**config.mk**
```make
export PLATFORM = sky130hd
export DESIGN_NAME = z80_memctl
export DESIGN_NICKNAME = d
export VERILOG_FILES = /design/src/rtl/z80_pkg.sv /design/src/rtl/z80_memctl.sv
export SDC_FILE = /design/constraint.sdc
export NUM_CORES = 1
export LEC_CHECK = 0
export CAP_MARGIN = 40
export CORE_AREA = 2 2 46 91
export CTS_CLUSTER_DIAMETER = 80
export DETAILED_ROUTE_END_ITERATION = 6
export DIE_AREA = 0 0 48 93
export PLACE_DENSITY = 0.82
export SKIP_CTS_REPAIR_TIMING = 1
export SLEW_MARGIN = 20
export SYNTH_ARGS = -nofsm -noshare
export SYNTH_HDL_FRONTEND = slang
export SYNTH_SLANG_ARGS = --single-unit
```
**constraint.sdc**
```tcl
create_clock -name CLOCK -period 3.42 [get_ports CLOCK]
set_clock_uncertainty 0.2 [all_clocks]
set_input_delay 0.684 -clock CLOCK [delete_from_list [all_inputs] [get_ports CLOCK]]
set_output_delay 0.684 -clock CLOCK [all_outputs]
set_load 0.05 [all_outputs]
```
**src/rtl/z80_pkg.sv**
```systemverilog
// Shared definitions for the Z80 SRAM memory controller: FSM encoding,
// default write-protect boundary and legal wait-cycle range.
package z80_pkg;

    typedef enum logic [1:0] {
        PARK    = 2'd0,
        ACCESS  = 2'd1,
        WAIT    = 2'd2,
        RELEASE = 2'd3
    } state_t;

    localparam logic [15:0] ROM_TOP_DEFAULT = 16'h3FFF;
    localparam int unsigned WAIT_MIN        = 1;
    localparam int unsigned WAIT_MAX        = 7;

endpackage

```
**src/rtl/z80_memctl.sv**
```systemverilog
// Z80 core to asynchronous SRAM bridge: one core step per WAIT_CYCLES+2 clocks.
// Define Z80_MEMCTL_ROM_WP_EN to block writes at or below ROM_TOP and flag them.
module z80_memctl
    import z80_pkg::*;
#(
    parameter int unsigned WAIT_CYCLES = 2,
    parameter logic [15:0] ROM_TOP     = ROM_TOP_DEFAULT
) (
    input  logic        CLOCK,
    input  logic        RESET,
    input  logic        RUN,
    input  logic [15:0] CPU_A,
    input  logic [7:0]  CPU_DO,
    input  logic        CPU_W,
    output logic [7:0]  CPU_DI,
    output logic        HOLD,
    output logic [15:0] SRAM_A,
    input  logic [7:0]  SRAM_DQ_I,
    output logic [7:0]  SRAM_DQ_O,
    output logic        SRAM_DQ_OE,
    output logic        SRAM_WE_N,
    output logic        SRAM_OE_N,
    output logic        WP_FAULT
);

    if (WAIT_CYCLES < WAIT_MIN || WAIT_CYCLES > WAIT_MAX) begin : g_bad_wait
        $fatal(1, "z80_memctl: WAIT_CYCLES must be within 1..7");
    end

    localparam logic [2:0] WAIT_LOAD = 3'(WAIT_CYCLES);

    state_t      state;
    state_t      next;
    logic [2:0]  cnt;
    logic        wr_flag;
    logic        we_flag;
    logic        prot;
    logic        nxt_wr;
    logic        nxt_we;

`ifdef Z80_MEMCTL_ROM_WP_EN
    logic fault;

    assign prot = (CPU_A <= ROM_TOP);

    always_ff @(posedge CLOCK) begin
        if (RESET)
            fault <= 1'b0;
        else if (state == ACCESS && CPU_W && prot)
            fault <= 1'b1;
    end

    assign WP_FAULT = fault;
`else
    logic unused_rom_top;

    assign prot           = 1'b0;
    assign unused_rom_top = ^ROM_TOP;
    assign WP_FAULT       = 1'b0;
`endif

    always_ff @(posedge CLOCK) begin
        if (RESET)
            state <= PARK;
        else
            state <= next;
    end

    always_comb begin
        next = state;
        case (state)
            PARK:    if (RUN) next = ACCESS;
            ACCESS:  next = WAIT;
            WAIT:    if (cnt == 3'd1) next = RELEASE;
            RELEASE: next = RUN ? ACCESS : PARK;
            default: next = PARK;
        endcase
    end

    // Strobes are registered from the next state, so the access type must be
    // taken straight from the core while it is being latched in ACCESS.
    always_comb begin
        nxt_wr = wr_flag;
        nxt_we = we_flag;
        if (state == ACCESS) begin
            nxt_wr = CPU_W;
            nxt_we = CPU_W && !prot;
        end
    end

    always_ff @(posedge CLOCK) begin
        if (RESET) begin
            cnt        <= '0;
            wr_flag    <= 1'b0;
            we_flag    <= 1'b0;
            SRAM_A     <= '0;
            SRAM_DQ_O  <= '0;
            CPU_DI     <= '0;
            HOLD       <= 1'b0;
            SRAM_WE_N  <= 1'b1;
            SRAM_OE_N  <= 1'b1;
            SRAM_DQ_OE <= 1'b0;
        end else begin
            HOLD       <= (next == RELEASE);
            SRAM_OE_N  <= !(next == WAIT && !nxt_wr);
            SRAM_WE_N  <= !(next == WAIT && nxt_we);
            SRAM_DQ_OE <= (next == WAIT && nxt_we);
            case (state)
                ACCESS: begin
                    SRAM_A    <= CPU_A;
                    SRAM_DQ_O <= CPU_DO;
                    wr_flag   <= CPU_W;
                    we_flag   <= CPU_W && !prot;
                    cnt       <= WAIT_LOAD;
                end
                WAIT: begin
                    cnt <= cnt - 3'd1;
                    if (cnt == 3'd1 && !wr_flag)
                        CPU_DI <= SRAM_DQ_I;
                end
                default: ;
            endcase
        end
    end

endmodule

```
* Yosys cells after proc, flatten, opt, wreduce, memory -nomap -nowiden
Cells that the tools add are included. Widths: inputs -> output; s select.
Storage, ports and cells: flip-flop bits (word level) 43, input port bits 36, output and inout port bits 37, word-level logic and storage cells 35
Operators by class: add/subtract/negate cells 1, equality and inequality tests 6, mux-type cells 7, reductions and logical operators 10
Operators by type and width (number):
- $eq 2x2->1 const B | 4
- $pmux 2 s4 | 1
- $pmux 3 s2 | 1
- $logic_not 1->1 | 4
- $mux 2 | 2
- $eq 3x1->1 const B | 1
- $logic_and 1x1->1 | 3
- $mux 1 | 3
- $sub 3x1->3 const B | 1
- $eq 2x1->1 const B | 1
- $logic_not 2->1 | 1
- $reduce_and 2->1 | 1
- $reduce_bool 2->1 | 1

* Depth between registers and ports, before layout
Gate-level depths: netlist (run 1).
depth in word-level cells 6, depth in mapped cells 6, depth with buffers taken out 5

* Worst setup path after synthesis (run 1)
OpenSTA, ideal clock, no wires.
path type register -> register, start register state[0], end register CPU_DI[0], setup time 0.128 ns, arrival 1.188 ns, required time 3.092 ns, slack 1.904 ns, cell stages (with the launch flop) 7, period minus slack after synthesis 1.516 ns, path through dfxtp_1 inv_1 ha_1 and4bb_1 buf_6 mux2i_1 nor2_1
On the way: cells in the longest elaborated chain, start to end 2
RTL lines:
- from (decl) | line z80_memctl.sv:32 | state_t state;
- from (signal assigned) | line z80_memctl.sv:66 | state <= next;
- $eq 2x2->1 | line z80_memctl.sv:108 | case (state)
- $reduce_and 2->1 (no source line)
- to (signal assigned) | line z80_memctl.sv:98 | CPU_DI <= '0;
- to (signal assigned) | line z80_memctl.sv:119 | CPU_DI <= SRAM_DQ_I;
- to (decl) | line z80_memctl.sv:15 | output logic [7:0] CPU_DI,
No other way between the ends. A chain may end at the register's enable or synchronous reset.

* Worst setup path in the final report (run 1)
start register SRAM_A[10], end output SRAM_A[10]
RTL lines:
- from (decl) | line z80_memctl.sv:17 | output logic [15:0] SRAM_A,
- from (signal assigned) | line z80_memctl.sv:96 | SRAM_A <= '0;
- from (signal assigned) | line z80_memctl.sv:110 | SRAM_A <= CPU_A;
No word-level cell between the ends.

==> impl_metrics.yaml, run 1 <==
outcome:
  status: "finished clean"
power:
  vdd_drop_max_mv: 0.335
  power.switching_mw: 0.319
  internal_power_mw: 0.804
  leakage_nw: 0.934
  swShare_pct: 28.4
  pwr-share-clk_pct: 27.9
  p_seq_share_pct: 48.3
  p_per_area_nw_per_um2: 457
  combinationalPowerShare_pct: 23.8
  p_total_mw: 1.12
worst_setup_path:
  worstPathMaxFanout: 2
  cp_num_cells: 1
  cp.arrival_ps: 1450
  cpLargestDelayFamily: "buffers and inverters"
  r2r_start: "state[0]$_SDFF_PP0_"
  cp_slowest_stage_delay_ps: 820
  cp-endpoint: "SRAM_A[10]"
  startpoint: "SRAM_A[10]$_SDFFE_PP0P_"
  r2r-end: "CPU_DI[0]$_SDFFE_PP0P_"
  path_class: "flip-flop to output pin"
  worstRegToRegCells: 5
  crit_chain: "clkdlybuf4s50_1"
  crit_path_start_kind: "flip-flop"
  reg2reg_slack_ps: 1540
  cpMaxStageDelayCell: "clkdlybuf4s50_1"
  path_buf_inv: 1
  cp.required_ps: 2540
  cp-end-kind: "output pin"
logic_synthesis:
  synthAdderAreaFrac_pct: 4.62
  syn_area_um2: 1630
  yosysSeqAreaShare_pct: 53.0
  yosys.area_share.simple_pct: 14.1
  ys_ff_latch: 43
  synth_top_family_by_area: "multiplexers"
  synth.distinct_cells: 22
  yosys_warnings: 0
  synth_cells: 155
  syn-num-nets: 197
  synthFlopType: "dfxtp_1"
  synth_compound_area_share_pct: 2.39
  syn_area_per_cell_um2: 10.5
  synth-xor-area-share_pct: 0
  muxShareOfSynthArea_pct: 20.9
  async_flop_share_pct: 0
  synth_edf_count: 0
clocking:
  cts_tree: "built"
  clk_path_buf_depth: 2
  clk_pin_slew_ps: 70
  cts_root_buffer: "clkbuf_8"
  cts_made_buffers: 5
  clkSinkCount: 43
  clk_latency_ps: 290
  cts_htree_levels: 2
timing:
  setup_slack_ps: 1080
  setup_tns_ps: 0
  max_freq_mhz: 428
  rsz0062_at_grt: "false"
  setup-violations-final: 0
  worstMarginPinSlew_ps: 556
  finalCriticalPeriod_ps: 2340
  slew_violations: 0
  hold_viol_final: 0
  maxSlewHeadroom_pct: 62.8
  finalCritPeriodShare_pct: 68.3
floorplan:
  dieHeight_um: 93
  core_um2: 3800
  die_area_um2: 4460
  die_w_um: 48
  ios: 73
  num_rows: 32
  initial_core_util_pct: 42.7
min_path:
  min_path_cells: 2
  hold_path_class: "flip-flop to flip-flop"
global_route:
  antenna_found_initial: 0
  grt_max_degree: 25
  first_global_vias: 1234
  grt.overflow.total: 0
  grt_usage_pct: 17.0
  grt_pass1_wl_um: 5390
route:
  wl_met2_um: 2020
  top_layer_used: "met4"
  drtIter0Drc: 10
  wl_met3_um: 205
  drt-met1-wl_um: 1280
  via_per_inst: 4.65
  ant_nets: 0
  wire_per_inst_um: 13.0
  wirelength_um: 3620
  drc: 0
  via_count: 1294
  drt_first_pass_iters: 4
layout:
  final_common_cell: "clkdlybuf4s50_1"
  drive_gt1_share_pct: 4.41
  antenna_cells: 0
  stdcell_count: 278
  nets: 269
  area_delta_synth_final_pct: 51.3
  layout_common_cells: "clkdlybuf4s50_1 (71), dfxtp_1 (43), nor2_1 (36)"
  post-route-util_pct: 64.6
placement:
  place.gp.congestion: 0.746
  port_buffers: 71
  dpl.hpwl_um: 2840
  dpl.cell_count: 271
  dp_slack_ps: 1130
flow_run:
  maxCapViolCount: 0
## stage by stage
step / cell area (µm²) / hold slack, ps
floorplan: 1630 / 254
global placement: 2360 / 268
detailed placement: 2370 / 280
CTS: 2460 / 289
global route: 2460 / 322
finish: 2460 / 281
## sequential cells by signal, summed over array words and instances (netlist names)
| register | cells |
|---|---|
| SRAM_DQ_OE | 1 |
| we_flag | 1 |
| SRAM_OE_N | 1 |
| SRAM_WE_N | 1 |
| wr_flag | 1 |
| SRAM_A | 16 |
| state | 2 |
| CPU_DI | 8 |
| cnt | 3 |
| SRAM_DQ_O | 8 |
| HOLD | 1 |
## layout make-up
class	instances	area (µm²)
fill	330	1350
inverter	5	18.8
clock inverter	1	5.00
clock buffer	6	82.6
sequential	43	861
multi-input combinational	98	687
timing repair buffer	74	741
tap	51	63.8
## worst min-delay path by stage
stage                                   start             endpoint  slack (ps)
after floorplan           cnt[1]$_SDFFE_PP0P_  cnt[1]$_SDFFE_PP0P_         250
after detailed placement  cnt[1]$_SDFFE_PP0P_  cnt[1]$_SDFFE_PP0P_         280
after global routing      cnt[0]$_SDFFE_PP0P_  cnt[0]$_SDFFE_PP0P_         320
after CTS                 cnt[1]$_SDFFE_PP0P_  cnt[1]$_SDFFE_PP0P_         290
after global placement    cnt[1]$_SDFFE_PP0P_  cnt[1]$_SDFFE_PP0P_         270
final                     cnt[1]$_SDFFE_PP0P_  cnt[1]$_SDFFE_PP0P_         280
## synth_stat cells (2+ instances only)
library cell | instances | area (µm²)
nor2b_1 | 2 | 12.5
dfxtp_1 | 43 | 861
mux2i_1 | 34 | 340
nor2_1 | 36 | 135
clkbuf_1 | 2 | 7.51
a21oi_1 | 3 | 15.0
nand3_1 | 3 | 15.0
inv_1 | 5 | 18.8
and3_1 | 2 | 12.5
ha_1 | 6 | 75.1
buf_4 | 4 | 30.0
nand2_1 | 2 | 7.51
o21ai_0 | 3 | 15.0
buf_2 | 2 | 10.0
## power by group through the flow
stage	Clock, mW	Combinational [mW]	Sequential, mW
5_1_grt	0.342	0.285	0.545
3_3_place_gp	0	0.263	0.553
6_report	0.313	0.267	0.543
3_5_place_dp	0	0.269	0.554
4_1_cts	0.325	0.270	0.543
2_1_floorplan	0	0.0914	0.629
## layer usage
layer	vias to the layer above	GRT usage (%)
li1	649	-
met1	593	15.9
met2	44	30.6
met3	8	3.28
met4	0	10.1
met5	-	0
## kinds of logic after synthesis
family,Yosys count
mux,34
buf+inv,14
fa+ha+maj,6
simple gates,50
other cells,1
compound gates,7
flops,43
No activity file was read; power rests on OpenSTA's default activity.
==> run 2: changes to the inputs <==
--- a/config.mk
+++ b/config.mk
@@ -6,11 +6,11 @@
 export NUM_CORES = 1
 export LEC_CHECK = 0
 export CAP_MARGIN = 40
-export CORE_AREA = 2 2 46 91
+export CORE_AREA = 2 2 48 95
 export CTS_CLUSTER_DIAMETER = 80
 export DETAILED_ROUTE_END_ITERATION = 6
-export DIE_AREA = 0 0 48 93
-export PLACE_DENSITY = 0.82
+export DIE_AREA = 0 0 50 97
+export PLACE_DENSITY = 0.76
 export SKIP_CTS_REPAIR_TIMING = 1
 export SLEW_MARGIN = 20
 export SYNTH_ARGS = -nofsm -noshare
==> constraint.sdc (replaced) <==
create_clock -name CLOCK -period 2.2 [get_ports CLOCK]
set_clock_uncertainty 0.2 [all_clocks]
set_input_delay 0.44 -clock CLOCK [delete_from_list [all_inputs] [get_ports CLOCK]]
set_output_delay 0.44 -clock CLOCK [all_outputs]
set_load 0.05 [all_outputs]
==> impl_metrics.yaml, run 2 (synthesized netlist as in run 1, its figures left out) <==
route:
  via_count: 1296
  drtIter0Drc: 19
  drt_first_pass_iters: 3
  wire_per_inst_um: 12.8
  via_per_inst: 4.58
  drc: 0
  wirelength_um: 3620
  ant_nets: 0
clocking:
  cts_made_buffers: 5
  cts_htree_levels: 2
  clk_latency_ps: 280
  cts_root_buffer: "clkbuf_8"
  clk_path_buf_depth: 2
  clk_pin_slew_ps: 80
  clkSinkCount: 43
  cts_tree: "built"
min_path:
  hold_path_class: "flip-flop to flip-flop"
  min_path_cells: 2
timing:
  whs_ps: 284
  finalCritPeriodShare_pct: 95.0
  maxSlewHeadroom_pct: 64.6
  max_freq_mhz: 479
  setup_slack_ps: 110
  finalCriticalPeriod_ps: 2090
  hold_viol_final: 0
  rsz0062_at_grt: "false"
  slew_violations: 0
  setup_tns_ps: 0
  worstMarginPinSlew_ps: 529
  setup-violations-final: 0
floorplan:
  ios: 73
  num_rows: 33
  core_um2: 4090
  initial_core_util_pct: 39.8
  die_w_um: 50
  die_area_um2: 4850
  dieHeight_um: 97
flow_run:
  maxCapViolCount: 0
power:
  leakage_nw: 0.944
  power.switching_mw: 0.503
  vdd_drop_max_mv: 0.488
  combinationalPowerShare_pct: 24.1
  pwr-share-clk_pct: 27.2
  internal_power_mw: 1.23
  p_per_area_nw_per_um2: 702
  swShare_pct: 29.1
  p_seq_share_pct: 48.6
worst_setup_path:
  worstRegToRegCells: 5
  cp.required_ps: 1560
  crit_path_start_kind: "flip-flop"
  worstPathMaxFanout: 2
  cp.arrival_ps: 1450
  path_class: "flip-flop to output pin"
  crit_chain: "clkdlybuf4s50_1"
  cp_num_cells: 1
  cpMaxStageDelayCell: "clkdlybuf4s50_1"
  cp-end-kind: "output pin"
  cp_slowest_stage_delay_ps: 820
  cpLargestDelayFamily: "buffers and inverters"
  path_buf_inv: 1
layout:
  top_register: "SRAM_A"
  antenna_cells: 0
  largestRegisters: "SRAM_A (16), CPU_DI (8), SRAM_DQ_O (8)"
  largest_reg_flops: 16
  nets: 272
  layout_common_cells: "clkdlybuf4s50_1 (70), dfxtp_1 (43), nor2_1 (36)"
  final_common_cell: "clkdlybuf4s50_1"
  area_delta_synth_final_pct: 51.7
  drive_gt1_share_pct: 5.63
global_route:
  grt_max_degree: 19
  first_global_vias: 1242
  antenna_found_initial: 0
  grt_pass1_wl_um: 6000
  grt.overflow.total: 0
  grt_usage_pct: 16.3
outcome:
  status: "finished clean"
placement:
  place.gp.congestion: 0.827
  dp_slack_ps: 367
  port_buffers: 71
  dpl.hpwl_um: 2840
[run 2: per-layer routing]
metal  vias up  global-route usage [%]  share of wire (%)
met3         5                    3.09                3.3
met2        30                    28.7                 58
li1        659                       -                  -
met1       602                    17.4                 37
met5         -                       0                  0
met4         0                    8.97                2.4
[run 2: layout make-up]
cell class	instances	area, µm²
clock inverter	1	5.00
inverter	5	18.8
sequential	43	861
fill	355	1620
tap	52	65.1
clock buffer	7	76.3
multi-input combinational	98	687
timing repair buffer	77	753
[run 2: final timing paths]
kind                                 end                   start  slack [ps]
setup / recovery               CPU_DI[1]  CPU_DI[1]$_SDFFE_PP0P_         110
hold / removal       cnt[1]$_SDFFE_PP0P_     cnt[1]$_SDFFE_PP0P_         280
hold reg to reg      cnt[1]$_SDFFE_PP0P_     cnt[1]$_SDFFE_PP0P_         280
setup reg to reg  CPU_DI[6]$_SDFFE_PP0P_     state[0]$_SDFF_PP0_         360
[run 2: power by group through the flow]
| stage | clock network (mW) | logic (mW) | registers [mW] |
|---|---|---|---|
| 2_1_floorplan | 0 | 0.142 | 0.978 |
| 3_3_place_gp | 0 | 0.418 | 0.858 |
| 3_5_place_dp | 0 | 0.422 | 0.861 |
| 4_1_cts | 0.497 | 0.423 | 0.842 |
| 5_1_grt | 0.528 | 0.447 | 0.847 |
| 6_report | 0.471 | 0.418 | 0.842 |
[run 2: through the flow]
stage               utilization (%)  area (µm²)  power [mW]  cells
global placement               58.3        2380        1.28    275
global route                   60.3        2470        1.82    283
finish                         60.3        2470        1.73    283
floorplan                         -        1630        1.12    155
CTS                            60.3        2470        1.76    283
detailed placement             58.3        2380        1.28    275
==> run 3: changes to the inputs <==
--- a/config.mk
+++ b/config.mk
@@ -6,13 +6,14 @@
 export NUM_CORES = 1
 export LEC_CHECK = 0
 export CAP_MARGIN = 40
-export CORE_AREA = 2 2 48 95
+export CORE_AREA = 2 2 51 89
 export CTS_CLUSTER_DIAMETER = 80
 export DETAILED_ROUTE_END_ITERATION = 6
-export DIE_AREA = 0 0 50 97
-export PLACE_DENSITY = 0.76
+export DIE_AREA = 0 0 53 91
+export PLACE_DENSITY = 0.77
 export SKIP_CTS_REPAIR_TIMING = 1
 export SLEW_MARGIN = 20
 export SYNTH_ARGS = -nofsm -noshare
 export SYNTH_HDL_FRONTEND = slang
 export SYNTH_SLANG_ARGS = --single-unit
+export TNS_END_PERCENT = 30
==> impl_metrics.yaml, run 3 (synthesized netlist as in run 1, its figures left out) <==
placement:
  place.gp.congestion: 0.809
  dpl.hpwl_um: 2770
  port_buffers: 71
layout:
  layout_common_cells: "clkdlybuf4s50_1 (71), dfxtp_1 (43), nor2_1 (36)"
  largest_reg_flops: 16
  fill_cells: 372
  area_delta_synth_final_pct: 54.1
  drive_gt1_share_pct: 5.24
  antenna_cells: 0
  nets: 270
  top_register: "SRAM_A"
  final_common_cell: "clkdlybuf4s50_1"
  largestRegisters: "SRAM_A (16), CPU_DI (8), SRAM_DQ_O (8)"
route:
  via_per_inst: 4.59
  drt_first_pass_iters: 2
  drt-met1-wl_um: 1390
  wire_per_inst_um: 13.5
  top_layer_used: "met4"
  drtIter0Drc: 10
  wirelength_um: 3750
  wl_met2_um: 2130
  ant_nets: 0
  drc: 0
  via_count: 1275
  wl_met3_um: 164
clocking:
  clkSinkCount: 43
  clk_pin_slew_ps: 80
  cts_htree_levels: 2
  clk_path_buf_depth: 2
  cts_tree: "built"
  clk_latency_ps: 300
  cts_root_buffer: "clkbuf_8"
  cts_made_buffers: 5
power:
  p_total_mw: 1.98
  vdd_drop_max_mv: 0.558
  p_per_area_nw_per_um2: 789
  leakage_nw: 0.954
worst_setup_path:
  crit_path_start_kind: "flip-flop"
  cp.required_ps: 1560
  worstPathMaxFanout: 2
  cpLargestDelayFamily: "buffers and inverters"
  path_class: "flip-flop to output pin"
  cp.arrival_ps: 1460
  cp-end-kind: "output pin"
  cpMaxStageDelayCell: "clkdlybuf4s50_1"
  path_buf_inv: 1
  cp_slowest_stage_delay_ps: 820
  crit_chain: "clkdlybuf4s50_1"
timing:
  slew_violations: 0
  worstMarginPinSlew_ps: 525
  setup_tns_ps: 0
  finalCritPeriodShare_pct: 95.5
  setup-violations-final: 0
  hold_viol_final: 0
  maxSlewHeadroom_pct: 64.9
  max_freq_mhz: 476
  finalCriticalPeriod_ps: 2100
  rsz0062_at_grt: "false"
global_route:
  grt_max_degree: 16
  grt_usage_pct: 16.9
  grt.overflow.total: 0
  grt_pass1_wl_um: 5950
  first_global_vias: 1266
  antenna_found_initial: 0
flow_run:
  maxCapViolCount: 0
floorplan:
  ios: 73
  core_um2: 4070
  initial_core_util_pct: 39.9
  num_rows: 31
  die_w_um: 53
  dieHeight_um: 91
  die_area_um2: 4820
outcome:
  status: "finished clean"
min_path:
  hold_path_class: "flip-flop to flip-flop"
## run 3: metal layers
layer / global-route usage (%) / up-vias
li1: - / 655
met1: 18.2 / 586
met2: 30.0 / 29
met3: 3.95 / 5
met4: 7.05 / 0
met5: 0 / -
## run 3: where the power goes
group / total [mW] / leakage, nW / switching [mW] / internal [mW]
combinational: 0.415 / 0.540 / 0.235 / 0.180
clock: 0.717 / 0.0644 / 0.265 / 0.452
sequential: 0.844 / 0.350 / 0.0223 / 0.821
total: 1.98 / 0.954 / 0.522 / 1.45
## run 3: path summary, 6_finish.rpt
path	from	end	slack, ps	depth (start not counted)
hold / removal	cnt[1]$_SDFFE_PP0P_	cnt[1]$_SDFFE_PP0P_	280	2
hold reg to reg	cnt[1]$_SDFFE_PP0P_	cnt[1]$_SDFFE_PP0P_	280	2
setup / recovery	SRAM_A[9]$_SDFFE_PP0P_	SRAM_A[9]	100	1
setup reg to reg	state[0]$_SDFF_PP0_	CPU_DI[7]$_SDFFE_PP0P_	280	5
## run 3: cell type report
| type | instances | area (µm²) | share of cell area, % |
|---|---|---|---|
| timing repair buffer | 75 | 741 | 29.6 |
| inverter | 5 | 18.8 | 0.749 |
| clock inverter | 3 | 67.6 | 2.70 |
| tap | 49 | 61.3 | 2.45 |
| sequential | 43 | 861 | 34.4 |
| multi-input combinational | 98 | 687 | 27.4 |
| clock buffer | 5 | 68.8 | 2.75 |
## run 3: through the flow
step                setup slack [ps]  utilization (%)  instances  hold WS [ps]  instance area (µm²)
finish                          98.3             61.5        278           281                 2500
global route                    56.4             61.5        278           298                 2500
CTS                             82.3             61.5        278           279                 2500
detailed placement               323             58.2        270           272                 2370
global placement                 328             58.2        270           262                 2370
floorplan                        684                -        155           254                 1630
